[src/rtl/edge_mem_scheduler_pkg.sv]
// -----------------------------------------------------------------------------
// edge_mem_pkg
// Shared definitions for the edge-detector memory scheduler. It holds the
// scheduler FSM state encoding, the client index constants, the default bus
// widths and the width of the waitrequest watchdog counter.
// -----------------------------------------------------------------------------
package edge_mem_pkg;

    typedef enum logic [1:0] {
        ST_IDLE = 2'd0,
        ST_BUSY = 2'd1,
        ST_DONE = 2'd2
    } state_t;

    // A client index also encodes the bus direction: client 0 only reads
    // (window fetch) and client 1 only writes (magnitude writeback).
    localparam logic CLIENT_RD = 1'b0;
    localparam logic CLIENT_WR = 1'b1;

    localparam int DEF_ADDR_W = 18;
    localparam int DEF_DATA_W = 8;

    localparam int WAIT_CNT_W = 16;

endpackage

[src/rtl/edge_mem_scheduler_rr_arbiter2.sv]
// -----------------------------------------------------------------------------
// rr_arbiter2
// Two-way round-robin choice between the read client (0) and the write
// client (1). The choice is combinational; the last-grant register only moves
// when the owner accepts the grant.
//
// Ports
//   clk      : rising-edge clock
//   rst_n    : synchronous active-low reset (last grant -> client 1)
//   req0     : client 0 request
//   req1     : client 1 request
//   advance  : owner takes the current grant this cycle
//   any_req  : at least one client is requesting
//   gnt      : winning client index (meaningful only when any_req)
// -----------------------------------------------------------------------------
module rr_arbiter2
    import edge_mem_pkg::*;
(
    input  logic clk,
    input  logic rst_n,
    input  logic req0,
    input  logic req1,
    input  logic advance,
    output logic any_req,
    output logic gnt
);

    logic last_gnt;

    always_comb begin
        any_req = req0 | req1;
        if (req0 && req1) begin
            // Contention: the client that did not win last time goes first.
            gnt = ~last_gnt;
        end else if (req1) begin
            gnt = CLIENT_WR;
        end else begin
            gnt = CLIENT_RD;
        end
    end

    // Resetting to client 1 makes client 0 win the first contention.
    always_ff @(posedge clk) begin
        if (!rst_n) begin
            last_gnt <= CLIENT_WR;
        end else if (advance && any_req) begin
            last_gnt <= gnt;
        end
    end

endmodule

[src/rtl/edge_mem_scheduler.sv]
// -----------------------------------------------------------------------------
// edge_mem_scheduler
// Shares a single waitrequest-style memory master port between the window
// fetch reader (client 0) and the magnitude writeback writer (client 1).
// One transaction at a time: IDLE arbitrates and latches the winner's
// operands, BUSY drives the bus from those latches until waitrequest drops
// (or the watchdog expires), DONE pulses the winner's done for one cycle.
//
// Ports
//   CSI_CLOCK_CLK     : clock, all logic rising-edge
//   CSI_CLOCK_RESET_N : synchronous active-low reset
//   c0_req, c0_addr   : read client request / address
//   c0_done, c0_rdata : read completion pulse / captured data (held)
//   c1_req, c1_addr   : write client request / address
//   c1_wdata          : write client data
//   c1_done           : write completion pulse
//   addressBUS        : master address (latched)
//   writeBUS          : master write data (latched)
//   readEn, WriteEn   : master strobes, never both high
//   readBUS           : master read data
//   waitrequest       : slave stall
//   err               : sticky watchdog timeout flag
// -----------------------------------------------------------------------------
module edge_mem_scheduler
    import edge_mem_pkg::*;
#(
    parameter int ADDR_W  = DEF_ADDR_W,
    parameter int DATA_W  = DEF_DATA_W,
    parameter int TIMEOUT = 1024
) (
    input  logic              CSI_CLOCK_CLK,
    input  logic              CSI_CLOCK_RESET_N,

    input  logic              c0_req,
    input  logic [ADDR_W-1:0] c0_addr,
    output logic              c0_done,
    output logic [DATA_W-1:0] c0_rdata,

    input  logic              c1_req,
    input  logic [ADDR_W-1:0] c1_addr,
    input  logic [DATA_W-1:0] c1_wdata,
    output logic              c1_done,

    output logic [ADDR_W-1:0] addressBUS,
    output logic [DATA_W-1:0] writeBUS,
    output logic              readEn,
    output logic              WriteEn,
    input  logic [DATA_W-1:0] readBUS,
    input  logic              waitrequest,

    output logic              err
);

    // Watchdog terminal count: the stall cycle that sees this value aborts.
    localparam logic [WAIT_CNT_W-1:0] WAIT_LAST = WAIT_CNT_W'(TIMEOUT - 1);

    state_t                state;
    logic                  own_q;     // latched winner, doubles as direction
    logic [WAIT_CNT_W-1:0] wait_cnt;

    logic arb_any;
    logic arb_gnt;
    logic arb_take;

    // Grants are only taken in IDLE, so requests raised during DONE wait for
    // the following IDLE cycle.
    assign arb_take = (state == ST_IDLE);

    rr_arbiter2 u_arb (
        .clk     (CSI_CLOCK_CLK),
        .rst_n   (CSI_CLOCK_RESET_N),
        .req0    (c0_req),
        .req1    (c1_req),
        .advance (arb_take),
        .any_req (arb_any),
        .gnt     (arb_gnt)
    );

    // addressBUS / writeBUS are themselves the operand latches, so the bus
    // never sees client operands that change after the grant.
    always_ff @(posedge CSI_CLOCK_CLK) begin
        if (!CSI_CLOCK_RESET_N) begin
            state      <= ST_IDLE;
            own_q      <= CLIENT_RD;
            wait_cnt   <= '0;
            addressBUS <= '0;
            writeBUS   <= '0;
            readEn     <= 1'b0;
            WriteEn    <= 1'b0;
            c0_done    <= 1'b0;
            c1_done    <= 1'b0;
            c0_rdata   <= '0;
            err        <= 1'b0;
        end else begin
            // Done strobes are single-cycle by construction.
            c0_done <= 1'b0;
            c1_done <= 1'b0;

            case (state)
                ST_IDLE: begin
                    if (arb_any) begin
                        own_q    <= arb_gnt;
                        wait_cnt <= '0;
                        if (arb_gnt == CLIENT_WR) begin
                            addressBUS <= c1_addr;
                            writeBUS   <= c1_wdata;
                            readEn     <= 1'b0;
                            WriteEn    <= 1'b1;
                        end else begin
                            addressBUS <= c0_addr;
                            readEn     <= 1'b1;
                            WriteEn    <= 1'b0;
                        end
                        state <= ST_BUSY;
                    end
                end

                ST_BUSY: begin
                    if (!waitrequest || (wait_cnt == WAIT_LAST)) begin
                        // Normal completion or watchdog abort share the exit;
                        // read data is only captured on a real completion.
                        if (!waitrequest) begin
                            if (own_q == CLIENT_RD) begin
                                c0_rdata <= readBUS;
                            end
                        end else begin
                            err <= 1'b1;
                        end
                        readEn  <= 1'b0;
                        WriteEn <= 1'b0;
                        c0_done <= (own_q == CLIENT_RD);
                        c1_done <= (own_q == CLIENT_WR);
                        state   <= ST_DONE;
                    end else begin
                        wait_cnt <= wait_cnt + 1'b1;
                    end
                end

                ST_DONE: begin
                    state <= ST_IDLE;
                end

                default: begin
                    readEn  <= 1'b0;
                    WriteEn <= 1'b0;
                    state   <= ST_IDLE;
                end
            endcase
        end
    end

endmodule
[config.mk]
export PLATFORM = sky130hd
export DESIGN_NAME = edge_mem_scheduler
export DESIGN_NICKNAME = d
export VERILOG_FILES = /design/src/rtl/edge_mem_scheduler_pkg.sv /design/src/rtl/edge_mem_scheduler_rr_arbiter2.sv /design/src/rtl/edge_mem_scheduler.sv
export SDC_FILE = /design/constraint.sdc
export NUM_CORES = 1
export LEC_CHECK = 0
export BUFFER_PORTS_ARGS = -buffer_cell sky130_fd_sc_hd__buf_4
export CAP_MARGIN = 20
export CORE_MARGIN = 4
export CORE_UTILIZATION = 40
export CTS_CLUSTER_DIAMETER = 40
export DETAILED_ROUTE_END_ITERATION = 6
export PLACE_DENSITY = 0.67
export SYNTH_ARGS = -nofsm -noshare
export SYNTH_HDL_FRONTEND = slang
export SYNTH_HIERARCHICAL = 1
export SYNTH_SLANG_ARGS = --single-unit
[constraint.sdc]
create_clock -name CSI_CLOCK_CLK -period 4.2 [get_ports CSI_CLOCK_CLK]
set_input_delay 0.84 -clock CSI_CLOCK_CLK [delete_from_list [all_inputs] [get_ports CSI_CLOCK_CLK]]
set_output_delay 0.84 -clock CSI_CLOCK_CLK [all_outputs]
set_load 0.05 [all_outputs]
# Yosys cells after proc, flatten, opt, wreduce, memory -nomap -nowiden
# Index checks and enable logic that the tools add are counted.
# word_totals
inputBits	57
register_bits	59
wordCells	54
output_inout_bits	39
# op_classes
n_bitwise	5
addsub	1
reduce_logical	14
n_mux	16
eq_ne	6
# op_table
operator	count
$mux W16	2
$pmux W16 S2	1
$mux W18	1
$add A16 B1 Y16 const B	1
$eq A16 B10 Y1 const B	1
$reduce_and A3 Y1	5
$mux W1	7
$ne A2 B2 Y1 const B	3
$pmux W1 S3	2
$mux W2	2
$not A1 Y1	4
$pmux W2 S2	1
$reduce_and A2 Y1	2
$reduce_and A4 Y1	1
$eq A2 B1 Y1 const B	1
$eq A2 B2 Y1 const B	1
$logic_and A1 B1 Y1	2
$logic_not A2 Y1	1
$reduce_bool A2 Y1	1
$logic_not A1 Y1	1
$logic_or A1 B1 Y1	1
$or A1 B1 Y1	1

# Logic depth before layout (Yosys ltp)
# depth
depth_word	5
depth_mapped	7
ltp_nobuf	6

# Hierarchy
# The synthesis kept the hierarchy.
# by_module_without_submodules
module	instances	area_per_inst_um2	cells_per_inst	seq_area_each_um2
edge_mem_scheduler	1	2547.4	298	1161.1
rr_arbiter2	1	53.8	6	20.0

# Worst setup path before layout
# OpenSTA, ideal clock, no wires.
# synth_path
path_type	input to register
startpoint	in c1_req
endpoint	reg addressBUS[10]
arrival_time_ns	2.081
path_buffers	2
setup_time_ns	0.086
stages	7
setup_slack_ns	2.033
required_time_ns	4.114
path_cell_list	or2_2 -> nand2b_1 -> nor2_1 -> clkbuf_1 -> buf_2 -> nor2_1 -> a211oi_1
# synth_between
elab_chain_cells	3
elab_cells_between_ends	6
classes_between	mux: 3; bitwise: 1; reduce/logical: 2
# synth_rtl
element	line	rtl
from (decl)	edge_mem_scheduler.sv:39	input logic c1_req,
$mux W1 or $logic_and A1 B1 Y1 (tied branches)	edge_mem_scheduler_rr_arbiter2.sv:35, edge_mem_scheduler_rr_arbiter2.sv:32	
$mux W1	edge_mem_scheduler_rr_arbiter2.sv:32	if (req0 && req1) begin
$mux W18	edge_mem_scheduler.sv:104	if (arb_gnt == CLIENT_WR) begin
to (signal assigned)	edge_mem_scheduler.sv:105	addressBUS <= c1_addr;
to (signal assigned)	edge_mem_scheduler.sv:110	addressBUS <= c0_addr;
to (decl)	edge_mem_scheduler.sv:44	output logic [ADDR_W-1:0] addressBUS,
# Parallel ways exist; a longest one is shown, timed or not.
# A chain may end at the register's enable or synchronous reset.

# Worst setup path after layout
# layout_path
startpoint	reg wait_cnt[0]
endpoint	reg wait_cnt[15]
# layout_between
elab_chain_cells	4
elab_cells_between_ends	7
classes_between	add/sub: 1; eq/ne: 2; mux: 2; reduce/logical: 2
# layout_rtl
element	line	rtl
from (decl)	edge_mem_scheduler.sv:59	logic [WAIT_CNT_W-1:0] wait_cnt;
from (signal assigned)	edge_mem_scheduler.sv:135	wait_cnt <= wait_cnt + 1'b1;
parallel branches: the longest is 4 deep, another holds $add A16 B1 Y16	n/a	
# Parallel ways; which one is timed is not known. The select of a mux whose other input is x is not followed.

==> impl_metrics.ini <==
[status]
status = completed

[final_layout]
fill_cells = 566
multiInputGateArea_sq_um = 1350
area_growth_pct = 38.6
stdcell_area_sq_um = 3600
n_antenna_cell = 0
fin_nets = 453
regArea_sq_um = 1180
layout-drive-gt1-share_pct = 31.5

[timing]
period_share_pct = 54.9
max_freq_ghz = 0.434
hold_violations = 0
relSlewSlack_pct = 49.1
worst_slew_pin_slew_ps = 758
skew_ps = 6.26
rsz0062_at_grt = false
setup_viol = 0
timing.final.crit_period_ps = 2310
fin_tns_setup_ps = 0
drv_slew = 0

[logic_synthesis]
synth_fa_ha_area_share_pct = 0.481
synthXorXnorAreaFrac_pct = 0
synth.avg_cell_area_sq_um = 8.56
yosysMostFrequentCell = dfxtp_1
netlist_instances = 304
synth_warnings = 6
synthTopCellsByArea = dfxtp_1 45%, mux2i_1 8.1%, nand2_1 7.2%
ys_ff_latch = 59
muxShareOfSynthArea_pct = 8.08
synth_nets = 362
yosysTopAreaCell = dfxtp_1
synthSimpleGateAreaFrac_pct = 24.7
synth_top_area_share_pct = 45.4
ys_types = 45
async_flop_share_pct = 0
synth_area_sq_um = 2600
ys.flop_type = dfxtp_1
synth_top_cells_by_count = 59 x dfxtp_1, 50 x nand2_1, 29 x nor2_1, 26 x a21oi_1, 21 x mux2i_1
synth-edff-count = 0
synth_top_family_by_area = simple AND/OR/NAND/NOR gates
synth_compound_area_share_pct = 18.5
ys_seq_area_share_pct = 45.4

[routing]
drc_errors = 0
wl_per_cell_um = 13.3
vias = 2454
viasPerCell = 5.14
drtAntennaViolNets = 0
detail_route.first_pass.iterations = 4
wl_um = 6340
drt_iter0_markers = 105

[grt]
grt_pass1_vias = 2307
grtUsageTotal_pct = 16.6
overflow = 0
grt_max_degree = 38
grt_pass1_wl_um = 10100
antenna_found_initial = 0

[floorplan]
pin_count = 96
die_area_sq_um = 7860
row_count = 29
dieHeight_um = 88.6
die_x_um = 88.6
start_util_pct = 41.0
coreArea_sq_um = 6350

[placed_design]
finalWeightedCongestion = 0.793
postPlaceCellArea_sq_um = 3370
hpwl_um = 4650
portBuffers = 95

[power]
ir_drop_mv = 0.241
power_density_nw_per_um2 = 425
leakagePower_nw = 1.47
power_w = 0.00153

[setup_path]
cpMaxStageDelayCell = o211ai_1
worst_setup_path_end_kind = flop
path_class = flop to flop
timing.critical_path.buf_inv = 0
crit_arrival_ps = 2520
critPathRequiredTime_ps = 4420
crit_fanout = 8
crit_family = compound AO/OA/AOI/OAI gates
crit_chain = ha_1 > nand3_1 > or4_4 > o211ai_1 > a2bb2oi_1 > mux2i_1
critPathMaxStageDelay_ps = 560
start_kind = flop

[cts]
h-tree-depth = 3
clk_latency_ps = 330
tritoncts = built
cts_root_buffer = clkbuf_8
cts.path.max_buffers = 2
cts.sinks = 59
cts_buffers = 9
cts_setup_buffers = 0
cts.reportedPaths.clkPinSlew_ps = 70
cts_resized = 0
hold_buffers = 0

[hold_path]
hp-class = flop to flop

[run]
drv_cap = 0
-- registers in the layout, indices dropped and copies added, names as in the netlist --
name / flops
own_q: 1
wait_cnt: 16
u_arb/last_gnt: 1
c0_done: 1
err: 1
addressBUS: 18
state: 2
WriteEn: 1
c0_rdata: 8
writeBUS: 8
readEn: 1
c1_done: 1
-- worst paths after layout --
kind | start | endpoint | slack [ps] | cells past startpoint
setup / recovery | wait_cnt[0] | wait_cnt[15] | 1890 | 6
setup reg to reg | wait_cnt[0] | wait_cnt[15] | 1890 | 6
hold reg to reg | c0_rdata[4] | c0_rdata[4] | 450 | 2
hold / removal | c0_rdata[4] | c0_rdata[4] | 450 | 2
-- cell usage in the layout (no fill, tap or decap), drive strengths merged, types with 2 or more instances in the layout --
cell type / instances
buf: 98
dfxtp: 59
nand2: 50
nor2: 29
a21oi: 26
mux2i: 21
a211oi: 19
nand3: 13
clkbuf: 11
o21ai: 8
or3: 6
nor3: 5
nand4: 5
nand2b: 5
a31oi: 4
and2: 3
o211ai: 3
and4: 2
and2b: 2
or3b: 2
nor4: 2
nand3b: 2
o22ai: 2
clkinvlp: 2
bufinv: 2
o31ai: 2
or2: 2
-- worst min-delay path, delay by kind of cell, from the launching register on --
family / cells / cell delay (ps)
AO/OA/AOI/OAI: 1 / 50
flip-flops: 1 / 310
AND/OR/NAND/NOR: 1 / 50
-- kinds of logic after synthesis --
| kind of cell | count (synthesis) |
|---|---|
| AOI/OAI and AO/OA | 71 |
| adders and majority gates | 1 |
| buffers and inverters | 19 |
| DFF | 59 |
| muxes | 21 |
| and+or+nand+nor | 133 |
-- power by group --
part | internal (W) | switching [W]
clock network | 0.000368 | 0.000224
registers | 0.000593 | 0.0000209
logic | 0.000118 | 0.000207
-- metal layers --
metal | wire, um | track usage, % | up-vias
li1 | - | - | 1274
met1 | 2840 | 20.1 | 1087
met2 | 2860 | 26.2 | 86
met3 | 546 | 5.77 | 7
met4 | 92 | 7.83 | 0
met5 | 0 | 0 | -
-- layout make-up --
| class | count | share of cell area, % |
|---|---|---|
| sequential | 59 | 32.8 |
| tap | 77 | 2.67 |
| clock inverter | 5 | 2.33 |
| timing repair buffer | 98 | 20.4 |
| multi-input combinational | 226 | 37.5 |
| inverter | 1 | 0.104 |
| clock buffer | 11 | 4.20 |
-- metrics by stage --
step           hold WS [ps]  instances  setup WS (ps)  utilization, %
6_report                453        477           1890            56.8
5_1_grt                 485        477           1710            56.8
4_1_cts                 457        477           1900            56.8
3_5_place_dp            447        461           1760            53.1
3_3_place_gp            444        461           1810            53.1
2_1_floorplan           440        304           2030               -
No activity file was read; power rests on OpenSTA's default activity.
